==> src/rtl/alu_seq.sv <==
// Sequencer around an external combinational ALU: owns W, an 8x8 register file and C/Z flags,
// and retires one instruction every three cycles (IDLE -> EXEC -> WB).
module alu_seq #(
  parameter logic [7:0] RESET_W = 8'h00
) (
  input  logic        clk,
  input  logic        reset,
  input  logic        in_valid,
  input  logic [13:0] in_instr,
  output logic        in_ready,
  output logic [3:0]  alu_inst,
  output logic [7:0]  alu_a,
  output logic [7:0]  alu_b,
  output logic [2:0]  alu_bit,
  input  logic [7:0]  alu_ans,
  input  logic        alu_carry,
  output logic [7:0]  w_out,
  output logic        c_flag,
  output logic        z_flag,
  output logic        illegal,
  input  logic [2:0]  dbg_addr,
  output logic [7:0]  dbg_data,
  output logic        done
);

  typedef enum logic [1:0] {S_IDLE, S_EXEC, S_WB} state_t;

  localparam logic [3:0] OP_NOP  = 4'd8;
  localparam logic [3:0] OP_BCLR = 4'd13;
  localparam logic [3:0] OP_BSET = 4'd14;
  localparam logic [3:0] OP_ILL  = 4'd15;

  state_t      r_state;
  logic [3:0]  r_op;
  logic        r_d;
  logic [2:0]  r_bit;
  logic [2:0]  r_fa;
  logic [7:0]  r_w;
  logic [7:0]  r_f [8];
  logic        r_c;
  logic        r_z;
  logic        r_ill;
  logic        r_done;
  logic        r_ready;
  logic [3:0]  r_alu_inst;
  logic [2:0]  r_alu_bit;
  logic [7:0]  r_res;
  logic        r_carry;

  logic [7:0]  w_fsel;
  logic [7:0]  w_mask;
  logic [7:0]  w_res_exec;
  logic        w_writes;
  logic        w_upd_c;
  logic        w_unused;

  // Instruction bits [5:3] carry no meaning for this block.
  assign w_unused = ^in_instr[5:3];

  assign w_fsel = r_f[r_fa];
  assign w_mask = 8'd1 << r_bit;

  always_comb begin
    w_res_exec = alu_ans;
    if (r_op == OP_BCLR)      w_res_exec = w_fsel & ~w_mask;
    else if (r_op == OP_BSET) w_res_exec = w_fsel | w_mask;
  end

  assign w_writes = (r_op != OP_NOP) && (r_op != OP_ILL);
  assign w_upd_c  = (r_op == 4'd2) || (r_op == 4'd3) || (r_op == 4'd5) || (r_op == 4'd6);

  always_ff @(posedge clk or negedge reset) begin
    if (!reset) begin
      r_state    <= S_IDLE;
      r_op       <= OP_NOP;
      r_d        <= 1'b0;
      r_bit      <= 3'd0;
      r_fa       <= 3'd0;
      r_w        <= RESET_W;
      for (int i = 0; i < 8; i++) r_f[i] <= 8'h00;
      r_c        <= 1'b0;
      r_z        <= 1'b0;
      r_ill      <= 1'b0;
      r_done     <= 1'b0;
      r_ready    <= 1'b1;
      r_alu_inst <= OP_NOP;
      r_alu_bit  <= 3'd0;
      r_res      <= 8'h00;
      r_carry    <= 1'b0;
    end else begin
      case (r_state)
        S_IDLE: begin
          if (in_valid) begin
            r_op       <= in_instr[13:10];
            r_d        <= in_instr[9];
            r_bit      <= in_instr[8:6];
            r_fa       <= in_instr[2:0];
            r_alu_inst <= in_instr[13:10];
            r_alu_bit  <= in_instr[8:6];
            r_ready    <= 1'b0;
            r_state    <= S_EXEC;
          end
        end
        S_EXEC: begin
          r_res      <= w_res_exec;
          r_carry    <= alu_carry;
          r_alu_inst <= OP_NOP;
          r_alu_bit  <= 3'd0;
          r_done     <= 1'b1;
          r_state    <= S_WB;
        end
        S_WB: begin
          // Commit at the end of WB so readers see the old value during WB.
          if (w_writes) begin
            if (r_d) r_f[r_fa] <= r_res;
            else     r_w       <= r_res;
            r_z <= (r_res == 8'h00);
          end
          if (w_upd_c)        r_c   <= r_carry;
          if (r_op == OP_ILL) r_ill <= 1'b1;
          r_done  <= 1'b0;
          r_ready <= 1'b1;
          r_state <= S_IDLE;
        end
        default: begin
          r_done  <= 1'b0;
          r_ready <= 1'b1;
          r_state <= S_IDLE;
        end
      endcase
    end
  end

  assign in_ready = r_ready;
  assign alu_inst = r_alu_inst;
  assign alu_bit  = r_alu_bit;
  assign alu_a    = r_w;
  assign alu_b    = (r_state == S_EXEC) ? w_fsel : r_f[0];
  assign w_out    = r_w;
  assign c_flag   = r_c;
  assign z_flag   = r_z;
  assign illegal  = r_ill;
  assign done     = r_done;
  assign dbg_data = r_f[dbg_addr];

endmodule

==> config.mk <==
export PLATFORM = sky130hd
export DESIGN_NAME = alu_seq
export DESIGN_NICKNAME = d
export VERILOG_FILES = /design/src/rtl/alu_seq.sv
export SDC_FILE = /design/constraint.sdc
export NUM_CORES = 1
export LEC_CHECK = 0
export ABC_CLOCK_PERIOD_IN_PS = 2800
export CAP_MARGIN = 20
export CORE_MARGIN = 2
export CORE_UTILIZATION = 50
export DETAILED_ROUTE_END_ITERATION = 10
export GPL_TIMING_DRIVEN = 0
export PLACE_DENSITY = 0.77
export SLEW_MARGIN = 30
export SYNTH_ARGS = -nofsm -noshare
export SYNTH_HDL_FRONTEND = slang
export SYNTH_SLANG_ARGS = --single-unit
==> constraint.sdc <==
create_clock -name clk -period 2.8 [get_ports clk]
set_input_delay 0.56 -clock clk [delete_from_list [all_inputs] [get_ports clk]]
set_output_delay 0.56 -clock clk [all_outputs]
set_load 0.02 [all_outputs]
Yosys cells after proc, flatten, opt, wreduce, memory -nomap -nowiden
Index checks and enable logic that the tools add are counted.
{ "op_classes": {"n_lt_le_gt_ge": 3, "eq_ne": 12, "shifts": 1, "mux": 21, "bitwise": 7, "n_reduce_logical": 16} }
{ "ops": {"columns": ["op", "n"], "rows": [
  ["$bwmux W64", 1],
  ["$mux W8", 8],
  ["$bmux W8 S3", 2],
  ["$demux W8 S3", 1],
  ["$eq A4 B4 Y1 const B", 3],
  ["$reduce_and A2 Y1", 6],
  ["$and A8 B8 Y8", 1],
  ["$eq A4 B2 Y1 const B", 2],
  ["$eq A4 B3 Y1 const B", 2],
  ["$ge A4 B4 Y1 const B", 2],
  ["$logic_not A8 Y1", 1],
  ["$ne A4 B4 Y1 const B", 2],
  ["$not A3 Y4", 2],
  ["$not A8 Y8", 1],
  ["$or A8 B8 Y8", 1],
  ["$pmux W4 S2", 1],
  ["$shl A1 B3 Y8 const A", 1],
  ["$pmux W3 S2", 1],
  ["$reduce_and A3 Y1", 2],
  ["$lt A4 B1 Y1 const B", 1],
  ["$mux W4", 1],
  ["$pmux W1 S2", 2],
  ["$pmux W2 S2", 1],
  ["$logic_or A1 B1 Y1", 3],
  ["10 further kinds", 12]
]} }
{ "word_totals": {"reg_bits": 106, "out_inout_bits": 44} }

Depth between registers and ports, before layout
{ "depth": {"ltp_word": 7, "depth_mapped": 8, "mapped_depth_nobuf": 6} }

Worst setup path before layout
Ideal clock, no wire load.
{ "synth_path": {"kind": "input to output", "startpoint": "input dbg_addr[0]", "endpoint": "output dbg_data[0]", "t_arrival_ps": 1925, "required_time_ps": 2240, "setup_slack_ps": 315, "path_stages": 4, "n_path_buf": 2, "path_cell_list": "buf_2 buf_2 mux4_2 mux2_2"} }
{ "synth_via": {"elab_chain_len": 4} }
{ "synth_lines": {"columns": ["item", "line_no", "source"], "rows": [
  ["start, declared", "21", "input logic [2:0] dbg_addr,"],
  ["$not A3 Y4 (implied by the code)", "144", "assign dbg_data = r_f[dbg_addr];"],
  ["$bmux W8 S3", "144", null],
  ["$mux W8 (implied by the code) (2 in a row)", "144", null],
  ["end, declared", "22", "output logic [7:0] dbg_data,"]
]} }
Every way passes these cells. The select of a mux whose other input is x is not followed.

Worst setup path in the final report
{ "layout_path": {"startpoint": "register r_fa[0]", "endpoint": "output alu_b[0]"} }
{ "layout_via": {"elab_chain_len": 5} }
{ "layout_lines": {"columns": ["item", "line_no", "source"], "rows": [
  ["start, declared", "37", "logic [2:0] r_fa;"],
  ["start signal, assigned", "97", "r_fa <= in_instr[2:0];"],
  ["$not A3 Y4 (implied by the code)", "60", "assign w_fsel = r_f[r_fa];"],
  ["$bmux W8 S3", "60", null],
  ["$mux W8 (implied by the code) (2 in a row)", "60", null],
  ["$mux W8", "138", "assign alu_b = (r_state == S_EXEC) ? w_fsel : r_f[0];"],
  ["end, declared", "13", "output logic [7:0] alu_b,"]
]} }
Every way passes these cells. The select of a mux whose other input is x is not followed.

==> impl_metrics.ini <==
[pwr]
power_frac_clock_pct = 21.7
p_comb_share_pct = 39.8
intPower_mw = 3.89
power_density_nw_per_um2 = 859
p_sw_mw = 2.09
p_leak_nw = 3.20
vdd_drop_max_uv = 526
p_seq_share_pct = 38.6
netSwitchingFraction_pct = 35.0

[critical_path]
rr_worst_depth = 7
path_class = reg2out
cp_max_fo = 7
critPathCaptureType = output port
start_kind = flop
required_ns = 2.24
cp.arrival_ns = 2.24

[global_route]
overflow = 0
grt_pass1_wl_um = 22000
grt_max_degree = 62
grt_usage_pct = 22.9
antenna_found_initial = 0
grt_pass1_vias = 4060

[floorplan]
rows = 38
die_w_um = 111
die_y_um = 111
start_util_pct = 51.8
die_area_um2 = 12200
pin_count = 73
core_area_um2 = 11000

[timing]
rsz0062_at_grt = true
fin_crit_ns = 2.80
skew_ns = 0.00563
period_share_pct = 99.9
max_freq_mhz = 357
setup_viol_count_final = 0
slew_headroom_pct = 52.0
tightest_slew_ns = 0.718
slew_violations = 0
fin_ws_ns = 0.00223
finalHoldViolCount = 0

[layout]
final_cell_mix = 102 x dfrtp_1, 50 x clkdlybuf4s50_1, 45 x mux2_1
antenna_cells = 0
final_layout_size_suffix_gt1_share_pct = 28.6
fin_util_pct = 63.4
fillers = 831
finalNetCount = 548
area_growth_pct = 22.4
final_common_cell = dfrtp_1

[clock_network]
root_buffer = clkbuf_16
clock_latency_ns = 0.34
cts_tree = done
htreeDepth = 3
hold_buffers = 0
cts.path.max_buffers = 2
clk_pin_slew_ns = 0.07
cts.sinks = 106
cts_made_buffers = 9

[logic_synthesis]
avgSynthCellArea_um2 = 13.0
synth_ff_type = dfrtp_1
synth_cell_type_count = 49
syn_area_um2 = 5690
ys_seq_area_share_pct = 46.7
yosys_warnings = 0
yosys_register_bits = 106
synthArstFlopShare_pct = 100
synth_enable_flop_cells = 0
synthCells = 437
synthesis.nets = 466

[detailed_routing]
vias = 3896
firstDrtPassIters = 5
viasPerCell = 5.87
wl_per_cell_um = 20.6
antenna_left = 0
drt-initial-drc-count = 178
wirelength_um = 13700
remaining_drc_errors = 0

[hold_path]
hold_class = in2async

[placement]
globalplace.congestion = 0.858
hpwl_um = 9600
pre_cts_ws_ns = -0.544
buffer_ports.inserted = 66

[job]
drv_cap = 0

[outcome]
outcome = complete, no violations
==> routing by layer <==
layer  global-route usage [%]  vias up  wire length [µm]
met4                     6.75        0               187
met5                        0        -                 0
met3                     3.55       12               733
met2                     38.4      132              6830
met1                     31.2     1974              5930
li1                         -     1778                 -
==> timing repair <==
action | in CTS | in global routing
cloned | 0 | 0
resized for setup | 36 | 12
setup endpoints to repair | 16 | 6
pin swaps | 2 | 0
buffers inserted | 2 | 2
==> sequential cells by signal, summed over array words and instances, names as in the netlist, 3 cells and up <==
name,flops
alu_inst,4
r_bit,3
r_f,64
alu_bit,3
r_op,4
r_fa,3
alu_a,8
r_res,8
==> metrics by stage <==
stage / hold slack [ns] / instance area, µm² / TNS, ns / total power, mW / cells
2_1_floorplan: 0.264 / 5690 / 0 / 3.75 / 437
3_3_place_gp: 0.461 / 6520 / -291.57 / 4.56 / 643
3_5_place_dp: 0.475 / 6550 / -4.74 / 4.64 / 644
4_1_cts: 0.150 / 6910 / -0.175 / 5.95 / 662
5_1_grt: 0.162 / 6960 / -0.115 / 6.27 / 664
6_report: 0.132 / 6960 / 0 / 5.98 / 664
==> worst paths after layout <==
kind	startpoint	endpoint	slack (ns)
max	r_fa[0]	alu_b[0]	0.002
min	reset	r_bit[1]	0.13
max reg2reg	r_op[1]	r_f[58]	0.86
min reg2reg	c_flag	c_flag	0.49
max in group asynchronous	reset	r_f[32]	2.04
min in group clk	c_flag	c_flag	0.49
==> cell usage after synthesis, types with 11 or more instances <==
library cell  instances  area [µm²]
a22o_1               13         114
mux2_4               16         240
o21ai_1              16        80.1
nand2_1              26        97.6
dfrtp_1             103        2580
buf_4                11        82.6
clkbuf_1             17        63.8
mux4_2               24         541
mux2_1               45         507
mux2i_1              13         130
mux2_2               36         405
nor2_1               23        86.3
==> kinds of logic after synthesis <==
kind of cell	Yosys count	synth area share (%)
muxes	134	32.1
xor gates and xnor gates	1	0.154
AOI/OAI and AO/OA	59	7.06
and+or+nand+nor	89	9.39
buffers and inverters	48	4.64
DFF	106	46.7
==> area by class of cell <==
type                    count  area, µm²  area share (%)
plain buffers              45        289            4.15
clock buffers              10        239            3.43
clock inverters             6       65.1           0.935
inverters                   3       11.3           0.162
multi-input cells         283       2820            40.6
flip-flops and latches    106       2660            38.2
well taps                 140        175            2.52
repair buffers             71        701            10.1
==> power groups by stage <==
stage	Sequential, mW	Clock [mW]	Combinational, mW
after floorplan	2.34	0	1.41
after global placement	2.29	0	2.27
after detailed placement	2.32	0	2.33
after CTS	2.29	1.31	2.35
after global routing	2.36	1.37	2.54
final	2.31	1.30	2.38
==> critical path, cell delays in order, from the launching register on <==
cell,delay (ns)
dfrtp_1,0.38
clkinv_1,0.34
nor3_1,0.34
a211oi_2,0.10
o21ai_1,0.12
clkdlybuf4s50_1,0.61
Power figures use the tool's default switching activity.
